## src/rtl/wqe_dispatcher_pkg.sv

```systemverilog
// Shared definitions for the WQE dispatcher: WQE layout, descriptor register
// offsets and the controller state encoding.
package wqe_dispatcher_pkg;

  localparam int WQE_W     = 116;
  localparam int OPCODE_W  = 5;
  localparam int DNUM_W    = 3;
  localparam int TID_W     = 8;
  localparam int LEN_W     = 9;
  localparam int ADDR_HI_W = 12;
  localparam int ADDR_ME_W = 32;
  localparam int ADDR_LO_W = 20;
  localparam int TOTAL_W   = 11;

  localparam logic [7:0] REG_ADDR_LO = 8'h00;
  localparam logic [7:0] REG_ADDR_HI = 8'h04;
  localparam logic [7:0] REG_CTL     = 8'h08;
  localparam logic [7:0] REG_KICK    = 8'h0C;

  // Field order is MSB first, so this struct is bit-exact with the FIFO word.
  typedef struct packed {
    logic [OPCODE_W-1:0]  opcode;
    logic [DNUM_W-1:0]    data_num;
    logic [TID_W-1:0]     tid;
    logic [LEN_W-1:0]     len0;
    logic [LEN_W-1:0]     len1;
    logic [LEN_W-1:0]     len2;
    logic [LEN_W-1:0]     len3;
    logic [ADDR_HI_W-1:0] addr_hi;
    logic [ADDR_ME_W-1:0] addr_me;
    logic [ADDR_LO_W-1:0] addr_lo;
  } wqe_t;

  typedef enum logic [3:0] {
    ST_IDLE,
    ST_FETCH,
    ST_LATCH,
    ST_CHECK,
    ST_WR_LO,
    ST_WR_HI,
    ST_WR_CTL,
    ST_WR_KICK,
    ST_WAIT_DONE
  } state_t;

  function automatic logic [31:0] ctl_word(input wqe_t w, input logic [TOTAL_W-1:0] total);
    return {w.opcode, w.data_num, w.tid, 5'd0, total};
  endfunction

endpackage

```

## src/rtl/wqe_dispatcher_if.sv

```systemverilog
// Work-FIFO pop ports and AVMM descriptor-write master bundled for the dispatcher.
interface wqe_dispatcher_if;
  import wqe_dispatcher_pkg::*;

  logic             SqPop;
  logic [WQE_W-1:0] SqData;
  logic             SqEmpty;
  logic             RqPop;
  logic [WQE_W-1:0] RqData;
  logic             RqEmpty;
  logic             DmaChipSelect;
  logic             DmaWrite;
  logic [7:0]       DmaAddress;
  logic [31:0]      DmaWriteData;
  logic [3:0]       DmaByteEnable;
  logic             DmaWaitRequest;
  logic             DmaDone;

  modport master (
    output SqPop, RqPop, DmaChipSelect, DmaWrite, DmaAddress, DmaWriteData, DmaByteEnable,
    input  SqData, SqEmpty, RqData, RqEmpty, DmaWaitRequest, DmaDone
  );

  modport slave (
    input  SqPop, RqPop, DmaChipSelect, DmaWrite, DmaAddress, DmaWriteData, DmaByteEnable,
    output SqData, SqEmpty, RqData, RqEmpty, DmaWaitRequest, DmaDone
  );
endinterface

```

## src/rtl/wqe_len_sum.sv

```systemverilog
// Masked 4-way adder: sums the first data_num segment lengths of a WQE.
module wqe_len_sum
  import wqe_dispatcher_pkg::*;
(
  input  logic [LEN_W-1:0]   len0_i,
  input  logic [LEN_W-1:0]   len1_i,
  input  logic [LEN_W-1:0]   len2_i,
  input  logic [LEN_W-1:0]   len3_i,
  input  logic [DNUM_W-1:0]  data_num_i,
  output logic [TOTAL_W-1:0] total_o
);

  logic [TOTAL_W-1:0] seg0, seg1, seg2, seg3;

  // 4 x 511 = 2044 fits in 11 bits, so zero-extending first means no carry is lost.
  assign seg0 = (data_num_i > 3'd0) ? TOTAL_W'(len0_i) : '0;
  assign seg1 = (data_num_i > 3'd1) ? TOTAL_W'(len1_i) : '0;
  assign seg2 = (data_num_i > 3'd2) ? TOTAL_W'(len2_i) : '0;
  assign seg3 = (data_num_i > 3'd3) ? TOTAL_W'(len3_i) : '0;

  assign total_o = seg0 + seg1 + seg2 + seg3;

endmodule

```

## src/rtl/wqe_dispatcher.sv

```systemverilog
// Pops WQEs from the send/receive work FIFOs (round-robin), validates them and
// programs one DMA descriptor at a time through four AVMM register writes.
module wqe_dispatcher
  import wqe_dispatcher_pkg::*;
#(
  parameter logic [7:0] DESC_BASE = 8'h00,
  parameter int         MAX_SEG   = 4
) (
  input  logic             clock,
  input  logic             reset,
  wqe_dispatcher_if.master bus,
  output logic             Busy,
  output logic [7:0]       BadWqeCount
);

  state_t             state_q;
  wqe_t               wqe_q;
  logic               qid_q;
  logic               rr_q;
  logic               sq_pop_q;
  logic               rq_pop_q;
  logic               cs_q;
  logic               busy_q;
  logic [7:0]         addr_q;
  logic [31:0]        wdata_q;
  logic [7:0]         bad_cnt_q;
  logic [TOTAL_W-1:0] total_len;
  logic               pick_rq;
  logic               wqe_bad;

  wqe_len_sum u_len_sum (
    .len0_i     (wqe_q.len0),
    .len1_i     (wqe_q.len1),
    .len2_i     (wqe_q.len2),
    .len3_i     (wqe_q.len3),
    .data_num_i (wqe_q.data_num),
    .total_o    (total_len)
  );

  // rr_q = 1 gives RQ priority; only consulted when both queues hold work.
  assign pick_rq = bus.SqEmpty | (~bus.RqEmpty & rr_q);
  assign wqe_bad = (wqe_q.data_num == '0) || (int'(wqe_q.data_num) > MAX_SEG);

  // NOTE: state and outputs update with <= so every register sees pre-edge values.
  always_ff @(posedge clock) begin
    if (!reset) begin
      state_q   <= ST_IDLE;
      qid_q     <= 1'b0;
      rr_q      <= 1'b0;
      sq_pop_q  <= 1'b0;
      rq_pop_q  <= 1'b0;
      cs_q      <= 1'b0;
      busy_q    <= 1'b0;
      addr_q    <= '0;
      wdata_q   <= '0;
      bad_cnt_q <= '0;
      // NOTE: wqe_q is left out of reset; it is always rewritten in LATCH before use.
    end else begin
      sq_pop_q <= 1'b0;
      rq_pop_q <= 1'b0;
      unique case (state_q)
        ST_IDLE: begin
          if (!bus.SqEmpty || !bus.RqEmpty) begin
            qid_q    <= pick_rq;
            rr_q     <= ~pick_rq;
            sq_pop_q <= ~pick_rq;
            rq_pop_q <= pick_rq;
            busy_q   <= 1'b1;
            state_q  <= ST_FETCH;
          end
        end
        ST_FETCH: state_q <= ST_LATCH;
        ST_LATCH: begin
          wqe_q   <= qid_q ? wqe_t'(bus.RqData) : wqe_t'(bus.SqData);
          state_q <= ST_CHECK;
        end
        ST_CHECK: begin
          if (wqe_bad) begin
            if (bad_cnt_q != 8'hff) bad_cnt_q <= bad_cnt_q + 8'd1;
            busy_q  <= 1'b0;
            state_q <= ST_IDLE;
          end else begin
            cs_q    <= 1'b1;
            addr_q  <= DESC_BASE + REG_ADDR_LO;
            wdata_q <= {wqe_q.addr_me[11:0], wqe_q.addr_lo};
            state_q <= ST_WR_LO;
          end
        end
        ST_WR_LO: begin
          if (!bus.DmaWaitRequest) begin
            addr_q  <= DESC_BASE + REG_ADDR_HI;
            wdata_q <= {wqe_q.addr_hi, wqe_q.addr_me[31:12]};
            state_q <= ST_WR_HI;
          end
        end
        ST_WR_HI: begin
          if (!bus.DmaWaitRequest) begin
            addr_q  <= DESC_BASE + REG_CTL;
            wdata_q <= ctl_word(wqe_q, total_len);
            state_q <= ST_WR_CTL;
          end
        end
        ST_WR_CTL: begin
          if (!bus.DmaWaitRequest) begin
            addr_q  <= DESC_BASE + REG_KICK;
            wdata_q <= {31'd0, qid_q};
            state_q <= ST_WR_KICK;
          end
        end
        ST_WR_KICK: begin
          if (!bus.DmaWaitRequest) begin
            cs_q    <= 1'b0;
            addr_q  <= '0;
            wdata_q <= '0;
            state_q <= ST_WAIT_DONE;
          end
        end
        ST_WAIT_DONE: begin
          if (bus.DmaDone) begin
            busy_q  <= 1'b0;
            state_q <= ST_IDLE;
          end
        end
        default: begin
          cs_q    <= 1'b0;
          busy_q  <= 1'b0;
          state_q <= ST_IDLE;
        end
      endcase
    end
  end

  assign bus.SqPop         = sq_pop_q;
  assign bus.RqPop         = rq_pop_q;
  assign bus.DmaChipSelect = cs_q;
  assign bus.DmaWrite      = cs_q;
  assign bus.DmaAddress    = addr_q;
  assign bus.DmaWriteData  = wdata_q;
  assign bus.DmaByteEnable = 4'hf;
  assign Busy              = busy_q;
  assign BadWqeCount       = bad_cnt_q;

endmodule

```

## src/flat_wrapper.sv

```systemverilog
// flat-port wrapper written by rule: the top's interface ports become plain ports
module wqe_dispatcher_flat import wqe_dispatcher_pkg::*;
#(
  parameter logic [7:0] DESC_BASE = 8'h00,
  parameter int         MAX_SEG   = 4
)
  (clock, reset, Busy, BadWqeCount, bus_SqPop, bus_RqPop, bus_DmaChipSelect, bus_DmaWrite, bus_DmaAddress, bus_DmaWriteData, bus_DmaByteEnable, bus_SqData, bus_SqEmpty, bus_RqData, bus_RqEmpty, bus_DmaWaitRequest, bus_DmaDone);
  wqe_dispatcher_if bus_i ();
  input  logic clock;
  input  logic reset;
  output logic Busy;
  output logic [7:0] BadWqeCount;
  output wire logic [$bits(bus_i.SqPop)-1:0] bus_SqPop;
  output wire logic [$bits(bus_i.RqPop)-1:0] bus_RqPop;
  output wire logic [$bits(bus_i.DmaChipSelect)-1:0] bus_DmaChipSelect;
  output wire logic [$bits(bus_i.DmaWrite)-1:0] bus_DmaWrite;
  output wire logic [$bits(bus_i.DmaAddress)-1:0] bus_DmaAddress;
  output wire logic [$bits(bus_i.DmaWriteData)-1:0] bus_DmaWriteData;
  output wire logic [$bits(bus_i.DmaByteEnable)-1:0] bus_DmaByteEnable;
  input wire logic [$bits(bus_i.SqData)-1:0] bus_SqData;
  input wire logic [$bits(bus_i.SqEmpty)-1:0] bus_SqEmpty;
  input wire logic [$bits(bus_i.RqData)-1:0] bus_RqData;
  input wire logic [$bits(bus_i.RqEmpty)-1:0] bus_RqEmpty;
  input wire logic [$bits(bus_i.DmaWaitRequest)-1:0] bus_DmaWaitRequest;
  input wire logic [$bits(bus_i.DmaDone)-1:0] bus_DmaDone;
  assign bus_SqPop = bus_i.SqPop;
  assign bus_RqPop = bus_i.RqPop;
  assign bus_DmaChipSelect = bus_i.DmaChipSelect;
  assign bus_DmaWrite = bus_i.DmaWrite;
  assign bus_DmaAddress = bus_i.DmaAddress;
  assign bus_DmaWriteData = bus_i.DmaWriteData;
  assign bus_DmaByteEnable = bus_i.DmaByteEnable;
  assign bus_i.SqData = bus_SqData;
  assign bus_i.SqEmpty = bus_SqEmpty;
  assign bus_i.RqData = bus_RqData;
  assign bus_i.RqEmpty = bus_RqEmpty;
  assign bus_i.DmaWaitRequest = bus_DmaWaitRequest;
  assign bus_i.DmaDone = bus_DmaDone;
  wqe_dispatcher #(.DESC_BASE(DESC_BASE), .MAX_SEG(MAX_SEG)) u_core (.clock(clock), .reset(reset), .bus(bus_i), .Busy(Busy), .BadWqeCount(BadWqeCount));
endmodule
```

## config.mk

```make
export PLATFORM = sky130hd
export DESIGN_NAME = wqe_dispatcher_flat
export DESIGN_NICKNAME = d
export VERILOG_FILES = /design/src/rtl/wqe_dispatcher_pkg.sv /design/src/rtl/wqe_dispatcher_if.sv /design/src/rtl/wqe_len_sum.sv /design/src/rtl/wqe_dispatcher.sv /design/src/flat_wrapper.sv
export SDC_FILE = /design/constraint.sdc
export NUM_CORES = 1
export LEC_CHECK = 0
export CORE_MARGIN = 2
export CORE_UTILIZATION = 40
export CTS_CLUSTER_SIZE = 8
export DETAILED_ROUTE_END_ITERATION = 10
export PLACE_DENSITY = 0.72
export RECOVER_POWER = 25
export SKIP_CTS_REPAIR_TIMING = 1
export SYNTH_ARGS = -nofsm -noshare
export SYNTH_HDL_FRONTEND = slang
export SYNTH_SLANG_ARGS = --single-unit
```

## constraint.sdc

```tcl
create_clock -name clock -period 12.4 [get_ports clock]
set_clock_uncertainty 0.1 [all_clocks]
set_input_delay 1.24 -clock clock [delete_from_list [all_inputs] [get_ports clock]]
set_output_delay 1.24 -clock clock [all_outputs]
set_load 0.01 [all_outputs]
```

## Yosys cells after proc, flatten, opt, wreduce, memory -nomap -nowiden

Cells that the tools add are included.

| storage, ports and cells | value |
|---|---|
| bits in latches | 0 |
| memories kept | 0 |
| bits in registers | 174 |
| bits in writable memories | 0 |
| ROM bits | 0 |
| word-level logic and storage cells | 101 |
| output and inout port bits | 57 |

| operators by class | value |
|---|---|
| multipliers | 0 |
| divide/modulo/power cells | 0 |
| bitwise gates (word level) | 6 |
| mux-type cells | 32 |
| eq/ne operators | 17 |
| reductions and logical operators | 17 |
| shifts and indexed selects | 0 |
| $lt $le $gt $ge | 5 |
| $add $sub $neg | 4 |

Operator list:

| cell | number |
|---|---|
| $mux W32 | 5 |
| $pmux W32 S5 | 1 |
| $mux W116 | 1 |
| $mux W8 | 5 |
| $pmux W8 S5 | 1 |
| $mux W9 | 4 |
| $pmux W4 S9 | 1 |
| $mux W4 | 6 |
| $eq A4 B3 Y1 const B | 4 |
| $ne A2 B2 Y1 const B | 6 |
| $reduce_and A6 Y1 | 2 |
| $add A10 B9 Y11 | 1 |
| $add A11 B9 Y11 | 1 |
| $add A9 B9 Y10 | 1 |
| $reduce_and A3 Y1 | 3 |
| $add A8 B1 Y8 const B | 1 |
| $eq A4 B2 Y1 const B | 2 |
| $ne A8 B8 Y1 const B | 1 |
| $reduce_or A7 Y1 | 1 |
| $gt A3 B1 Y1 const B | 2 |
| $gt A3 B2 Y1 const B | 2 |
| $reduce_or A6 Y1 | 1 |
| $mux W1 | 5 |
| $reduce_bool A5 Y1 | 1 |
| 16 further kinds | 23 |

## Depth between registers and ports, before layout

| logic depth | value |
|---|---|
| depth after elaboration | 7 |
| mapped depth | 15 |
| mapped depth without buffers | 13 |

## Cells and area by module

A second synthesis with hierarchy kept.

| unflattened totals | value |
|---|---|
| cell total of the unflattened synthesis | 709 |
| area total of the unflattened synthesis | 8,779.7 sq um |

By module, submodules not included:

| module | cells an instance | area an instance (sq um) | times used |
|---|---|---|---|
| wqe_dispatcher | 565 | 7,649.8 | 1 |
| wqe_len_sum | 144 | 1,129.8 | 1 |

## Least setup slack after synthesis

OpenSTA, ideal clock, no wires.

| timing path | value |
|---|---|
| path kind | input-to-reg |
| start point | input reset |
| end point | register u_core.wqe_q[0] in the netlist's numbering (enable) |
| library setup time | 0.757 ns |
| path buffers | 1 |
| data arrival time | 10.030 ns |
| cell stages on the path | 3 |
| slack | 1.513 ns |
| required time | 11.543 ns |
| cells stage by stage | clkbuf_1 > nand2b_1 > nor3b_1 |

| between the ends | value |
|---|---|
| word-level cells in the longest chain between the ends | 1 |

Ends and longest elaborated chain:

| element | RTL line | source |
|---|---|---|
| from (decl) | flat_wrapper.sv:10 | `input logic reset;` |
| $reduce_and A2 Y1 (no line) | n/a |  |
| to (signal assigned) | wqe_dispatcher.sv:74 | `wqe_q <= qid_q ? wqe_t'(bus.RqData) : wqe_t'(bus.SqData);` |
| to (decl) | wqe_dispatcher.sv:17 | `wqe_t wqe_q;` |

Every way passes these cells.
A chain may end at the register's enable or synchronous reset.

## Worst setup path in the final report

| timing path | value |
|---|---|
| start point | register u_core.qid_q |
| end point | register u_core.wdata_q[0], in the netlist u_core.bus.DmaWriteData[0] |

| between the ends | value |
|---|---|
| word-level cells in the longest chain between the ends | 2 |

Ends and longest elaborated chain:

| element | RTL line | source |
|---|---|---|
| from (decl) | wqe_dispatcher.sv:18 | `logic qid_q;` |
| from (signal assigned) | wqe_dispatcher.sv:64 | `qid_q <= pick_rq;` |
| $mux W32 | wqe_dispatcher.sv:104 | `if (!bus.DmaWaitRequest) begin` |
| $pmux W32 S5 | wqe_dispatcher.sv:61 | `unique case (state_q)` |
| to (signal assigned) | wqe_dispatcher.sv:85 | `wdata_q <= {wqe_q.addr_me[11:0], wqe_q.addr_lo};` |
| to (signal assigned) | wqe_dispatcher.sv:99 | `wdata_q <= ctl_word(wqe_q, total_len);` |
| to (signal assigned) | wqe_dispatcher.sv:106 | `wdata_q <= {31'd0, qid_q};` |
| to (decl) | wqe_dispatcher.sv:25 | `logic [31:0] wdata_q;` |

Every way passes these cells. The select of a mux whose other input is x is not followed.

==> impl_metrics.json <==
{
  "grt_pass1_vias": 6709,
  "grt_max_degree": 63,
  "ys_warn_count": 0,
  "synth_cell_types": 63,
  "multi_input_comb_area_um2": 3800,
  "clkTransAtPathRegs_ps": 70,
  "fmax_mhz": 182,
  "cts-root-buf": "clkbuf_16",
  "ir_worst_vdd_uv": 77.9,
  "syn_area_per_cell_um2": 12.3,
  "die_w_um": 151,
  "netlist_area_um2": 8700,
  "ios": 295,
  "ff_latch_area_um2": 4520,
  "htree_levels": 4,
  "yosys.area.top_type": "edfxtp_1",
  "slew_headroom_pct": -116,
  "synth_seq_cells": 168,
  "drc": 0,
  "synthMostInstantiatedCell": "mux2_2",
  "grt_pass1_wl_um": 35000,
  "clock_latency_ps": 430,
  "drv_cap": 3,
  "die_area_um2": 22900,
  "busiest_layer": "met2",
  "met1_usage_pct": 23.5,
  "num-nets-final": 1236,
  "vias": 6449,
  "ant_nets": 0,
  "grtUsageMet3_pct": 5.12,
  "use_met2_pct": 37.4,
  "cts-buffers-inserted": 17,
  "drv_slew": 176,
  "via_per_inst": 5.13,
  "synth_edf_count": 116,
  "syn_to_final_growth_pct": 41.3,
  "dr.pass1.iters": 4,
  "syn_inst": 708,
  "drt_iter0_markers": 340,
  "violations": "capacitance limit, slew limit",
  "seq_area_frac_synth_pct": 52.0,
  "post-route-util_pct": 58.1,
  "tightest_slew_ps": 3230,
  "synth_top_cells_by_count": "118 x mux2_2, 116 x edfxtp_1, 52 x dfxtp_1",
  "drt-total-wl_um": 22800,
  "finalSetupTns_ps": 0,
  "n_antenna_cell": 0,
  "power_leakage_nw": 4.69,
  "power.density_nw_per_um2": 135,
  "outcome": "finished with violations",
  "port_buffers": 284,
  "cts_buffer_depth": 2,
  "ys.flop_type": "edfxtp_1",
  "fillers": 1761,
  "setup_violations": 0,
  "min_period_ps": 5500,
  "path_class": "reg -> reg",
  "layout-drive-gt1-share_pct": 16.3,
  "grt_remaining_overflow": 0,
  "cp-start-kind": "flop",
  "worst_ep_arrival_time_ps": 5760,
  "synth_top_area_share_pct": 40.0,
  "fin_crit_sh_pct": 44.4,
  "wl_per_cell_um": 18.1,
  "routabilityCongestion": 0.876,
  "rsz0062_at_grt": "false",
  "core_um2": 21200,
  "hp-class": "reg -> reg",
  "dieHeight_um": 151,
  "gr-usage-all-layers_pct": 20.3,
  "antenna_found_initial": 0,
  "worst-path-max-fanout": 62,
  "crit_required_ps": 12650,
  "dp.final_hpwl_um": 16700,
  "rows": 53,
  "cts_tree": "yes",
  "synth.area.top_cells": "edfxtp_1 40%, mux2_2 15%, dfxtp_1 12%",
  "hold_viol": 0,
  "initial_core_util_pct": 41.1,
  "async_reset_ff_share_pct": 0,
  "end_kind": "flop",
  "cts_num_sinks": 168
}
[placed cells by master, fill, tap and decap left out, types with 3 or more instances in the layout]
| cell | n |
|---|---|
| clkdlybuf4s50_1 | 235 |
| edfxtp_1 | 116 |
| mux2_2 | 111 |
| dfxtp_1 | 52 |
| dlygate4sd3_1 | 48 |
| nand2_1 | 47 |
| inv_1 | 36 |
| nor2b_1 | 21 |
| o211a_1 | 20 |
| a21oi_1 | 19 |
| a22oi_1 | 19 |
| o211ai_1 | 19 |
| fa_1 | 18 |
| nor2_1 | 17 |
| clkbuf_16 | 17 |
| o21ai_0 | 15 |
| and2_1 | 13 |
| ha_1 | 11 |
| conb_1 | 10 |
| nor3_1 | 9 |
| nand3_1 | 9 |
| a221oi_1 | 9 |
| nor3b_1 | 7 |
| a21o_1 | 7 |
| mux2_1 | 7 |
| inv_8 | 7 |
| xor2_1 | 5 |
| xnor2_1 | 5 |
| buf_4 | 5 |
| nand4_1 | 4 |
| and3_1 | 4 |
| mux2i_1 | 3 |
| a21boi_0 | 3 |
| or3_1 | 3 |
| a211oi_1 | 3 |
| clkinvlp_4 | 3 |
[area by class of cell]
| type | instances | share of cell area (%) |
|---|---|---|
| Tap cell | 275 | 2.80 |
| Multi-Input combinational cell | 456 | 30.9 |
| Clock inverter | 15 | 1.48 |
| Timing Repair Buffer | 290 | 23.4 |
| Inverter | 36 | 1.10 |
| Clock buffer | 17 | 3.46 |
| Sequential cell | 168 | 36.8 |
[state kept, by name, summed over array words and instances (netlist names)]
name	cells
u_core.qid_q	1
u_core.bus.DmaAddress	2
u_core.bus.DmaChipSelect	1
u_core.bus.DmaWriteData	32
u_core.Busy	1
u_core.rr_q	1
u_core.BadWqeCount	8
u_core.state_q	4
u_core.wqe_q	116
u_core.bus.RqPop	1
u_core.bus.SqPop	1
[final timing paths]
| check | to | start | depth (start not counted) | slack (ps) |
|---|---|---|---|---|
| max reg2reg | u_core.bus.DmaWriteData[0] | u_core.qid_q | 5 | 6900 |
| max | u_core.bus.DmaWriteData[0] | u_core.qid_q | 5 | 6900 |
| min | u_core.bus.DmaAddress[3] | u_core.bus.DmaAddress[3] | 2 | 370 |
| min reg2reg | u_core.bus.DmaAddress[3] | u_core.bus.DmaAddress[3] | 2 | 370 |
[power by group]
part | leakage (nW) | internal (mW) | switching, mW
clock | 0.288 | 0.290 | 0.248
combinational | 2.93 | 0.233 | 0.192
sequential | 1.47 | 0.656 | 0.0397
total | 4.69 | 1.18 | 0.479
[cell families after synthesis]
family | count (synthesis) | share of synthesized area [%]
XOR/XNOR | 10 | 1.01
buffers and inverters | 92 | 4.66
multiplexers | 121 | 15.6
flip-flops | 168 | 52.0
AND/OR/NAND/NOR | 151 | 9.11
adder cells (fa/ha/maj) | 29 | 5.72
AO/OA/AOI/OAI | 135 | 11.8
other | 2 | 0.0863
[metrics by stage]
step	hold WS (ps)	instance area, µm²	power [mW]	worst slack, ps	std cells
after floorplan	383	8730	0.967	1510	716
after global placement	354	11700	1.12	8030	1225
after detailed placement	365	11700	1.13	7910	1225
after CTS	375	12300	1.67	7910	1257
after global routing	403	12300	1.74	6310	1257
final	373	12300	1.66	6900	1257
[critical path, stage by stage (launching register included)]
cell and delay, ps:
dfxtp_1 2030, clkbuf_1 2370, mux2_2 460, a221o_1 170
o211ai_1 80, a21boi_0 190
[layer usage]
layer	vias up	share of wire, %
met5	-	0
met3	19	6.8
met4	0	1.3
met1	3077	39
li1	3116	-
met2	237	53
Note: power is estimated with default switching activity, not from simulation.
